**config.mk**
```make
export PLATFORM = sky130hd
export DESIGN_NAME = linear_out_collector_flat
export DESIGN_NICKNAME = d
export VERILOG_FILES = /design/src/rtl/linear_out_collector_if.sv /design/src/rtl/linear_out_collector.sv /design/src/flat_wrapper.sv
export SDC_FILE = /design/constraint.sdc
export NUM_CORES = 1
export LEC_CHECK = 0
export BUFFER_PORTS_ARGS = -buffer_cell sky130_fd_sc_hd__buf_2
export CAP_MARGIN = 10
export CORE_MARGIN = 2
export CORE_UTILIZATION = 46
export CTS_CLUSTER_SIZE = 24
export DETAILED_ROUTE_END_ITERATION = 10
export PLACE_DENSITY = 0.86
export SYNTH_ARGS = -nofsm -noshare
export SYNTH_HDL_FRONTEND = slang
export SYNTH_SLANG_ARGS = --single-unit
```
**constraint.sdc**
```tcl
create_clock -name clk -period 2.5 [get_ports clk]
set_clock_uncertainty 0.1 [all_clocks]
set_input_delay 0.125 -clock clk [delete_from_list [all_inputs] [get_ports clk]]
set_output_delay 0.125 -clock clk [all_outputs]
set_load 0.01 [all_outputs]
```
**src/rtl/linear_out_collector_if.sv**
```systemverilog
// Bundle between the linear layer's result stream, the collector and the downstream consumer.
// The collector takes the slave modport; the producer/consumer side takes master.
interface linear_out_collector_if #(
   parameter int ACC_WIDTH  = 32,
   parameter int DATA_WIDTH = 8,
   parameter int M          = 8,
   parameter int CNT_W      = $clog2(M + 1)
);
   logic signed [ACC_WIDTH-1:0] in_data;
   logic                        in_valid;
   logic                        in_done;
   logic [M*DATA_WIDTH-1:0]     act_out;
   logic                        act_valid;
   logic                        act_ready;
   logic [CNT_W-1:0]            fill_count;
   logic                        err;

   modport master (
      output in_data, in_valid, in_done, act_ready,
      input  act_out, act_valid, fill_count, err
   );

   modport slave (
      input  in_data, in_valid, in_done, act_ready,
      output act_out, act_valid, fill_count, err
   );
endinterface

```
**src/rtl/linear_out_collector.sv**
```systemverilog
// Collects M requantized linear-layer results into a buffer and hands them on as one vector.
// Define LINEAR_OUT_RELU_EN to clamp negative activations to zero before storing.
module linear_out_collector #(
   parameter int ACC_WIDTH  = 32,
   parameter int DATA_WIDTH = 8,
   parameter int M          = 8,
   parameter int SHIFT      = 8,
   parameter int CNT_W      = $clog2(M + 1)
) (
   input  logic               clk,
   input  logic               rst,
   linear_out_collector_if.slave bus
);
   typedef enum logic [1:0] {S_IDLE, S_COLLECT, S_HOLD} state_t;

   localparam int AW = ACC_WIDTH + 1;
   localparam logic signed [AW-1:0] RND    = (SHIFT == 0) ? '0
                                             : (AW'(1) <<< ((SHIFT == 0) ? 0 : SHIFT - 1));
   localparam logic signed [AW-1:0] SAT_HI = AW'((64'sd1 <<< (DATA_WIDTH - 1)) - 64'sd1);
   localparam logic signed [AW-1:0] SAT_LO = ~SAT_HI;

   state_t                        state_q, state_d;
   logic [CNT_W-1:0]              fill_q, fill_d;
   logic                          valid_q, valid_d;
   logic                          err_q, err_d;
   logic                          done_q, done_d;
   logic signed [DATA_WIDTH-1:0]  buf_q [M];
   logic signed [DATA_WIDTH-1:0]  buf_d [M];

   logic signed [AW-1:0]          ext, rounded, shifted;
   logic signed [DATA_WIDTH-1:0]  q_val;
   logic                          take, wr_en, done_rise;
   logic [CNT_W-1:0]              base, wr_idx;
   logic [M*DATA_WIDTH-1:0]       act_vec;

   // Requantize: round half toward +inf, arithmetic shift, saturate.
   always_comb begin
      ext     = {bus.in_data[ACC_WIDTH-1], bus.in_data};
      rounded = ext + RND;
      shifted = rounded >>> SHIFT;
      if (shifted > SAT_HI)      q_val = SAT_HI[DATA_WIDTH-1:0];
      else if (shifted < SAT_LO) q_val = SAT_LO[DATA_WIDTH-1:0];
      else                       q_val = shifted[DATA_WIDTH-1:0];
`ifdef LINEAR_OUT_RELU_EN
      if (q_val[DATA_WIDTH-1]) q_val = '0;
`endif
   end

   always_comb begin
      state_d   = state_q;
      fill_d    = fill_q;
      valid_d   = valid_q;
      err_d     = err_q;
      done_d    = bus.in_done;
      done_rise = bus.in_done & ~done_q;
      take      = 1'b0;
      base      = '0;
      wr_en     = 1'b0;
      wr_idx    = '0;

      case (state_q)
         S_IDLE: begin
            take = bus.in_valid;
         end
         S_COLLECT: begin
            take = bus.in_valid;
            base = fill_q;
         end
         S_HOLD: begin
            // A sample arriving in the handshake cycle opens the next frame.
            if (bus.act_ready) begin
               valid_d = 1'b0;
               fill_d  = '0;
               state_d = S_IDLE;
               take    = bus.in_valid;
            end else if (bus.in_valid) begin
               err_d = 1'b1;
            end
         end
         default: state_d = S_IDLE;
      endcase

      if (take) begin
         wr_en  = 1'b1;
         wr_idx = base;
         fill_d = base + 1'b1;
         if (base == CNT_W'(M - 1)) begin
            state_d = S_HOLD;
            valid_d = 1'b1;
         end else begin
            state_d = S_COLLECT;
         end
      end

      // Short-frame check sees the count after this cycle's write.
      if (done_rise && state_d == S_COLLECT) begin
         err_d   = 1'b1;
         fill_d  = '0;
         state_d = S_IDLE;
      end

      for (int k = 0; k < M; k++) begin
         buf_d[k] = buf_q[k];
         if (wr_en && wr_idx == CNT_W'(k)) buf_d[k] = q_val;
      end
   end

   always_ff @(posedge clk) begin
      if (!rst) begin
         state_q <= S_IDLE;
         fill_q  <= '0;
         valid_q <= 1'b0;
         err_q   <= 1'b0;
         done_q  <= 1'b0;
         for (int k = 0; k < M; k++) buf_q[k] <= '0;
      end else begin
         state_q <= state_d;
         fill_q  <= fill_d;
         valid_q <= valid_d;
         err_q   <= err_d;
         done_q  <= done_d;
         for (int k = 0; k < M; k++) buf_q[k] <= buf_d[k];
      end
   end

   for (genvar gi = 0; gi < M; gi++) begin : g_pack
      assign act_vec[gi*DATA_WIDTH +: DATA_WIDTH] = buf_q[gi];
   end

   assign bus.act_out    = act_vec;
   assign bus.act_valid  = valid_q;
   assign bus.fill_count = fill_q;
   assign bus.err        = err_q;
endmodule
```
**src/flat_wrapper.sv**
```systemverilog
// flat-port wrapper written by rule: the top's interface ports become plain ports
module linear_out_collector_flat 
#(
   parameter int ACC_WIDTH  = 32,
   parameter int DATA_WIDTH = 8,
   parameter int M          = 8,
   parameter int SHIFT      = 8,
   parameter int CNT_W      = $clog2(M + 1)
)
  (clk, rst, bus_in_data, bus_in_valid, bus_in_done, bus_act_ready, bus_act_out, bus_act_valid, bus_fill_count, bus_err);
  linear_out_collector_if #(.ACC_WIDTH(ACC_WIDTH), .DATA_WIDTH(DATA_WIDTH), .M(M), .CNT_W(CNT_W)) bus_i ();
  input  logic clk;
  input  logic rst;
  input wire logic [$bits(bus_i.in_data)-1:0] bus_in_data;
  input wire logic [$bits(bus_i.in_valid)-1:0] bus_in_valid;
  input wire logic [$bits(bus_i.in_done)-1:0] bus_in_done;
  input wire logic [$bits(bus_i.act_ready)-1:0] bus_act_ready;
  output wire logic [$bits(bus_i.act_out)-1:0] bus_act_out;
  output wire logic [$bits(bus_i.act_valid)-1:0] bus_act_valid;
  output wire logic [$bits(bus_i.fill_count)-1:0] bus_fill_count;
  output wire logic [$bits(bus_i.err)-1:0] bus_err;
  assign bus_i.in_data = bus_in_data;
  assign bus_i.in_valid = bus_in_valid;
  assign bus_i.in_done = bus_in_done;
  assign bus_i.act_ready = bus_act_ready;
  assign bus_act_out = bus_i.act_out;
  assign bus_act_valid = bus_i.act_valid;
  assign bus_fill_count = bus_i.fill_count;
  assign bus_err = bus_i.err;
  linear_out_collector #(.ACC_WIDTH(ACC_WIDTH), .DATA_WIDTH(DATA_WIDTH), .M(M), .SHIFT(SHIFT), .CNT_W(CNT_W)) u_core (.clk(clk), .rst(rst), .bus(bus_i));
endmodule
```
==> results of run 1 <==
## per-stage QoR
step / area (sq um) / instances / power, mW / utilization [%]
2_1_floorplan: 3490 / 408 / 1.37 / -
3_3_place_gp: 4280 / 609 / 1.48 / 58.6
3_5_place_dp: 4280 / 609 / 1.49 / 58.6
4_1_cts: 4460 / 626 / 2.27 / 61.2
5_1_grt: 4460 / 626 / 2.35 / 61.2
6_report: 4460 / 626 / 2.27 / 61.2
## metal layers
metal / global-route usage (%) / wire, microns / up-vias
met1: 32.2 / 4290 / 1811
met5: 0 / 0 / -
met3: 4.73 / 705 / 16
li1: - / - / 1790
met4: 8.59 / 173 / 0
met2: 40.8 / 4950 / 170
## synth_stat cells (all sizes together), types with 4 or more instances
cell,n
nor4,13
dfxtp,73
or3,5
mux2i,7
nand3,11
o21ai,72
nor3,8
inv,7
a31oi,59
nor2,13
clkbuf,26
nor2b,10
xnor2,6
nand2,19
buf,6
a21boi,5
a21oi,12
nand4,9
and3,4
## area by class of cell
cell class	instances	area, sq um	area share [%]
Clock buffer	10	128	2.86
Inverter	7	26.3	0.589
Tap cell	99	124	2.78
Timing Repair Buffer	135	781	17.5
Multi-Input combinational cell	296	1890	42.5
Sequential cell	73	1460	32.8
Clock inverter	6	45.0	1.01
## worst max-delay path, cell delays in order
cell	delay (ns)
buf_2	0.10
nand3_2	0.08
or3_1	0.38
or3_1	0.36
a2111o_1	0.59
nor4_2	0.37
a21oi_2	0.17
a31oi_1	0.23
## worst max path at each step
stage | depth (start not counted) | from | endpoint
floorplan | 8 | bus_in_data[14] | u_core.buf_q[0][25]
global placement | 8 | bus_in_data[14] | u_core.buf_q[1][13]
detailed placement | 8 | bus_in_data[7] | u_core.buf_q[0][12]
CTS | 8 | bus_in_data[7] | u_core.buf_q[0][12]
global route | 8 | bus_in_data[11] | u_core.buf_q[0][12]
finish | 8 | bus_in_data[7] | u_core.buf_q[0][28]
## cells in the final DEF (no fill, tap or decap), types with 9 or more instances in the layout
cell type / instances
nand2_1: 19
dfxtp_1: 73
nor4_2: 10
nand4_1: 9
nor2b_1: 10
buf_2: 99
buf_4: 34
clkbuf_8: 9
a31oi_1: 59
o21ai_0: 72
nand3_1: 9
nor2_1: 13
## report_power, final
group          leakage (nW)  internal, mW  total, mW  switching [mW]
Clock                0.0785         0.361      0.797           0.436
Combinational          1.18         0.104      0.276           0.172
Sequential            0.591          1.18       1.19          0.0126
## registers in the layout (all words and copies together), names as in the netlist
signal	flops
u_core.done_q	1
u_core.state_q	2
u_core.bus.err	1
u_core.bus.act_valid	1
u_core.buf_q	64
u_core.bus.fill_count	4
## logic make-up after synthesis
family / count (synthesis) / synth area share [%]
compound gates: 169 / 29.5
simple gates: 108 / 18.7
flops: 73 / 41.8
buf+inv: 39 / 4.58
xor+xnor: 9 / 2.26
mux: 8 / 2.33
fa+ha+maj: 2 / 0.716
## timing repair
item,4_1_cts,5_1_grt
endpoints found under the hold margin,1,0
hold buffers,1,0
endpoints found under the setup margin,0,0
==> results.cfg, run 1 <==
[placement]
dp_slack_ns = -0.0676
port_buffers = 99
hpwlAfterDp_microns = 7310
gp_congestion = 0.906

[logic_synthesis]
synthCells = 408
synth_top_area_share_pct = 41.8
ys_seq_area_share_pct = 41.8
syn_avg_cell_area_sq_um = 8.56
synth_seq_cells = 73
synth_ff_type = dfxtp_1
yosys_warnings = 0
synth_area_leader_cell = dfxtp_1
synth_nets = 447
synth_area_sq_mm = 0.00349
synth_area_leaders = dfxtp_1 (42%), a31oi_1 (11%), o21ai_0 (10%)
synth_cell_types = 49
synth-edff-count = 0
async_flop_share_pct = 0

[cts]
postCtsSetupBuffers = 0
cts_htree_levels = 3
clock_sink_count = 73
cts-resized-gates = 0
cts_buffers = 9
cts_root_buf = clkbuf_8
cts_tree = yes
cts_buffer_depth = 2
clock_latency_ns = 0.34
path_clk_slew_ns = 0.07

[sta]
holdWs_ns = 0.0631
setup_violations = 0
hold_viol_final = 0
layout_setup_ws_ns = 0.253
rsz0062_at_grt = false
slew_headroom_pct = 60.1
maxSlewViolCount = 0
tightestPinTransition_ns = 0.598
finalSetupTns_ns = 0
fin_crit_sh_pct = 89.9
min_period_ns = 2.25
clock.fmax_mhz = 445

[die]
start_util_pct = 47.9
chipWidth_microns = 91.1
die_h_microns = 91.1
rows = 31
coreArea_sq_mm = 0.00729
dieArea_sq_mm = 0.00831
ios = 107

[setup_path]
reg2reg_slack_ns = 0.60
reg2regPathDepth = 9
endpoint_kind = register
cp_max_fo = 8
required_ns = 2.67
crit_type = input port to register
cp-start-kind = input port
crit_arrival_ns = 2.42
rr_startpoint = u_core.state_q[0]
r2r-end = u_core.bus.fill_count[3]

[hold_path]
hold_class = input port to register
whs_path_depth = 3
hold_path.startpoint = bus_in_valid
min_to = u_core.bus.err

[routing]
drt_iter0_drc = 249
ant_nets = 0
dr_total_vias = 3787
route.detailed.drc = 0
finalWirelength_microns = 10100
firstDrtPassIters = 5
viasPerCell = 6.05
post_drt_wl_per_cell_microns = 16.2

[run]
drv_cap = 0

[pwr]
peakVddDrop_uv = 253
leakage_nw = 1.85
powerDensity_mw_per_mm2 = 508

[outcome]
status = finished, final reports clean

[grt]
grt_pass1_wl_microns = 16800
grt_pass1_vias = 3403
track_usage_pct = 24.7
grt.overflow.total = 0
grt_max_degree = 40
antenna_found_initial = 0

[layout]
diodes = 0
drive_gt1_share_pct = 33.0
nNetsFinal = 561
area.growth.synth_to_final_pct = 27.7
fill_cells = 651
No activity file was read; power rests on OpenSTA's default activity.
==> run 2: changes to the inputs <==
CTS_BUF_LIST = sky130_fd_sc_hd__clkbuf_16   (was unset)
==> run 2 against run 1 <==
  * Routed wire length is 0.45% higher
  * Total power is 15% higher
  * Hold slack better by 0.017 ns
  * Global-route usage is 0.47 points higher
  * Largest cell class unchanged
  * Critical endpoint is now u_core.buf_q[0][12]
  * Largest power group unchanged
==> results.cfg, run 2 (same netlist as run 1, synthesis figures left out) <==
[setup_path]
crit_arrival_ns = 2.42
crit_type = input port to register
path_common_cell = or3_1
crit_slowest_cell = a2111o_1
worstPathCellList = buf_2 -> nand3_2 -> or3_1 -> or3_1 -> a2111o_1 -> nor4_2 -> a21oi_2 -> a31oi_1
cp-start-kind = input port
endpoint_kind = register
required_ns = 2.65
cpPeakStageDelay_ns = 0.58
cp_max_fo = 8

[die]
ios = 107
start_util_pct = 47.9
chipWidth_microns = 91.1
coreArea_sq_mm = 0.00729
die_h_microns = 91.1
dieArea_sq_mm = 0.00831
rows = 31

[sta]
rsz0062_at_grt = false
setup_violations = 0
layout_setup_ws_ns = 0.229
maxSlewViolCount = 0
min_period_ns = 2.27
slew_headroom_pct = 60.0
holdWs_ns = 0.0802
hold_viol_final = 0
clock.fmax_mhz = 440
fin_crit_sh_pct = 90.9
tightestPinTransition_ns = 0.600

[layout]
area.growth.synth_to_final_pct = 30.6
nNetsFinal = 561
max_flop_register = u_core.buf_q
drive_gt1_share_pct = 33.0
final_area_sq_mm = 0.00456
largest_register_ff_count = 64
diodes = 0
final_common_cell = buf_2
layout_common_cells = buf_2 (99), dfxtp_1 (73), o21ai_0 (72)

[placement]
dpl-instance-area_sq_mm = 0.00428
port_buffers = 99
dp_slack_ns = -0.0676
gp_congestion = 0.906
hpwlAfterDp_microns = 7310

[outcome]
status = finished, final reports clean

[routing]
ant_nets = 0
finalWirelength_microns = 10200
firstDrtPassIters = 5
post_drt_wl_per_cell_microns = 16.2
drt_iter0_drc = 232
viasPerCell = 6.03
route.detailed.drc = 0
dr_total_vias = 3777

[grt]
antenna_found_initial = 0
grt_max_degree = 40
grt.overflow.total = 0
track_usage_pct = 25.1
grt_pass1_vias = 3448
grt_pass1_wl_microns = 17000

[cts]
cts_root_buf = clkbuf_16
clock_latency_ns = 0.32
cts_htree_levels = 3
cts_tree = yes
clock_sink_count = 73
postCtsSetupBuffers = 0
cts_buffer_depth = 2
path_clk_slew_ns = 0.06
cts_buffers = 9

[run]
drv_cap = 0

[hold_path]
hold_class = input port to register

[pwr]
peakVddDrop_uv = 332
powerDensity_mw_per_mm2 = 573
total_power_mw = 2.61
leakage_nw = 1.90
run 2: cell types whose count changed in the layout (fill, tap and decap cells not counted), sizes merged:
| cell | change |
|---|---|
| clkbuf | -1 |
| inv | +1 |
run 2: metrics by stage:
step           util [%]  cells  TNS (ns)
2_1_floorplan         -    408         0
3_3_place_gp       58.6    609         0
3_5_place_dp       58.6    609     -1.39
4_1_cts            62.5    626         0
5_1_grt            62.5    626         0
6_report           62.5    626         0
run 2: what timing repair did:
action,in CTS,in global routing
resized for setup,0,0
endpoints found under the hold margin,1,0
hold buffers,1,0
run 2: worst paths after layout:
path	startpoint	end	slack [ns]	cells past startpoint
worst min register to register	u_core.bus.act_valid	u_core.bus.act_valid	0.38	2
worst max-delay path	bus_in_data[7]	u_core.buf_q[0][12]	0.23	8
worst min-delay path	bus_in_valid	u_core.bus.err	0.08	3
worst max register to register	u_core.state_q[0]	u_core.bus.fill_count[3]	0.62	9
run 2: final cells by class:
cell class	instances	area, sq um
clock inverter	7	48.8
multi-input combinational	296	1890
tap	99	124
timing repair buffer	135	781
inverter	7	26.3
clock buffer	9	225
sequential	73	1460
fill	636	2730
run 2: power breakdown:
group	internal (mW)	switching, mW	leakage [nW]
combinational	0.104	0.170	1.18
clock	0.668	0.475	0.129
sequential	1.18	0.0127	0.591
run 2: layer usage:
metal  GRT usage (%)  share of wire [%]  vias to the layer above
li1                -                  -                     1793
met1            32.1                 42                     1794
met2            41.7                 49                      172
met3            4.98                7.1                       18
met4            9.97                1.9                        0
met5               0                  0                        -
run 2: worst max-delay path: cells and delay by family:
kind            cells  cell delay, ns
simple gates        4            1.19
compound gates      3            0.99
buf+inv             1            0.10
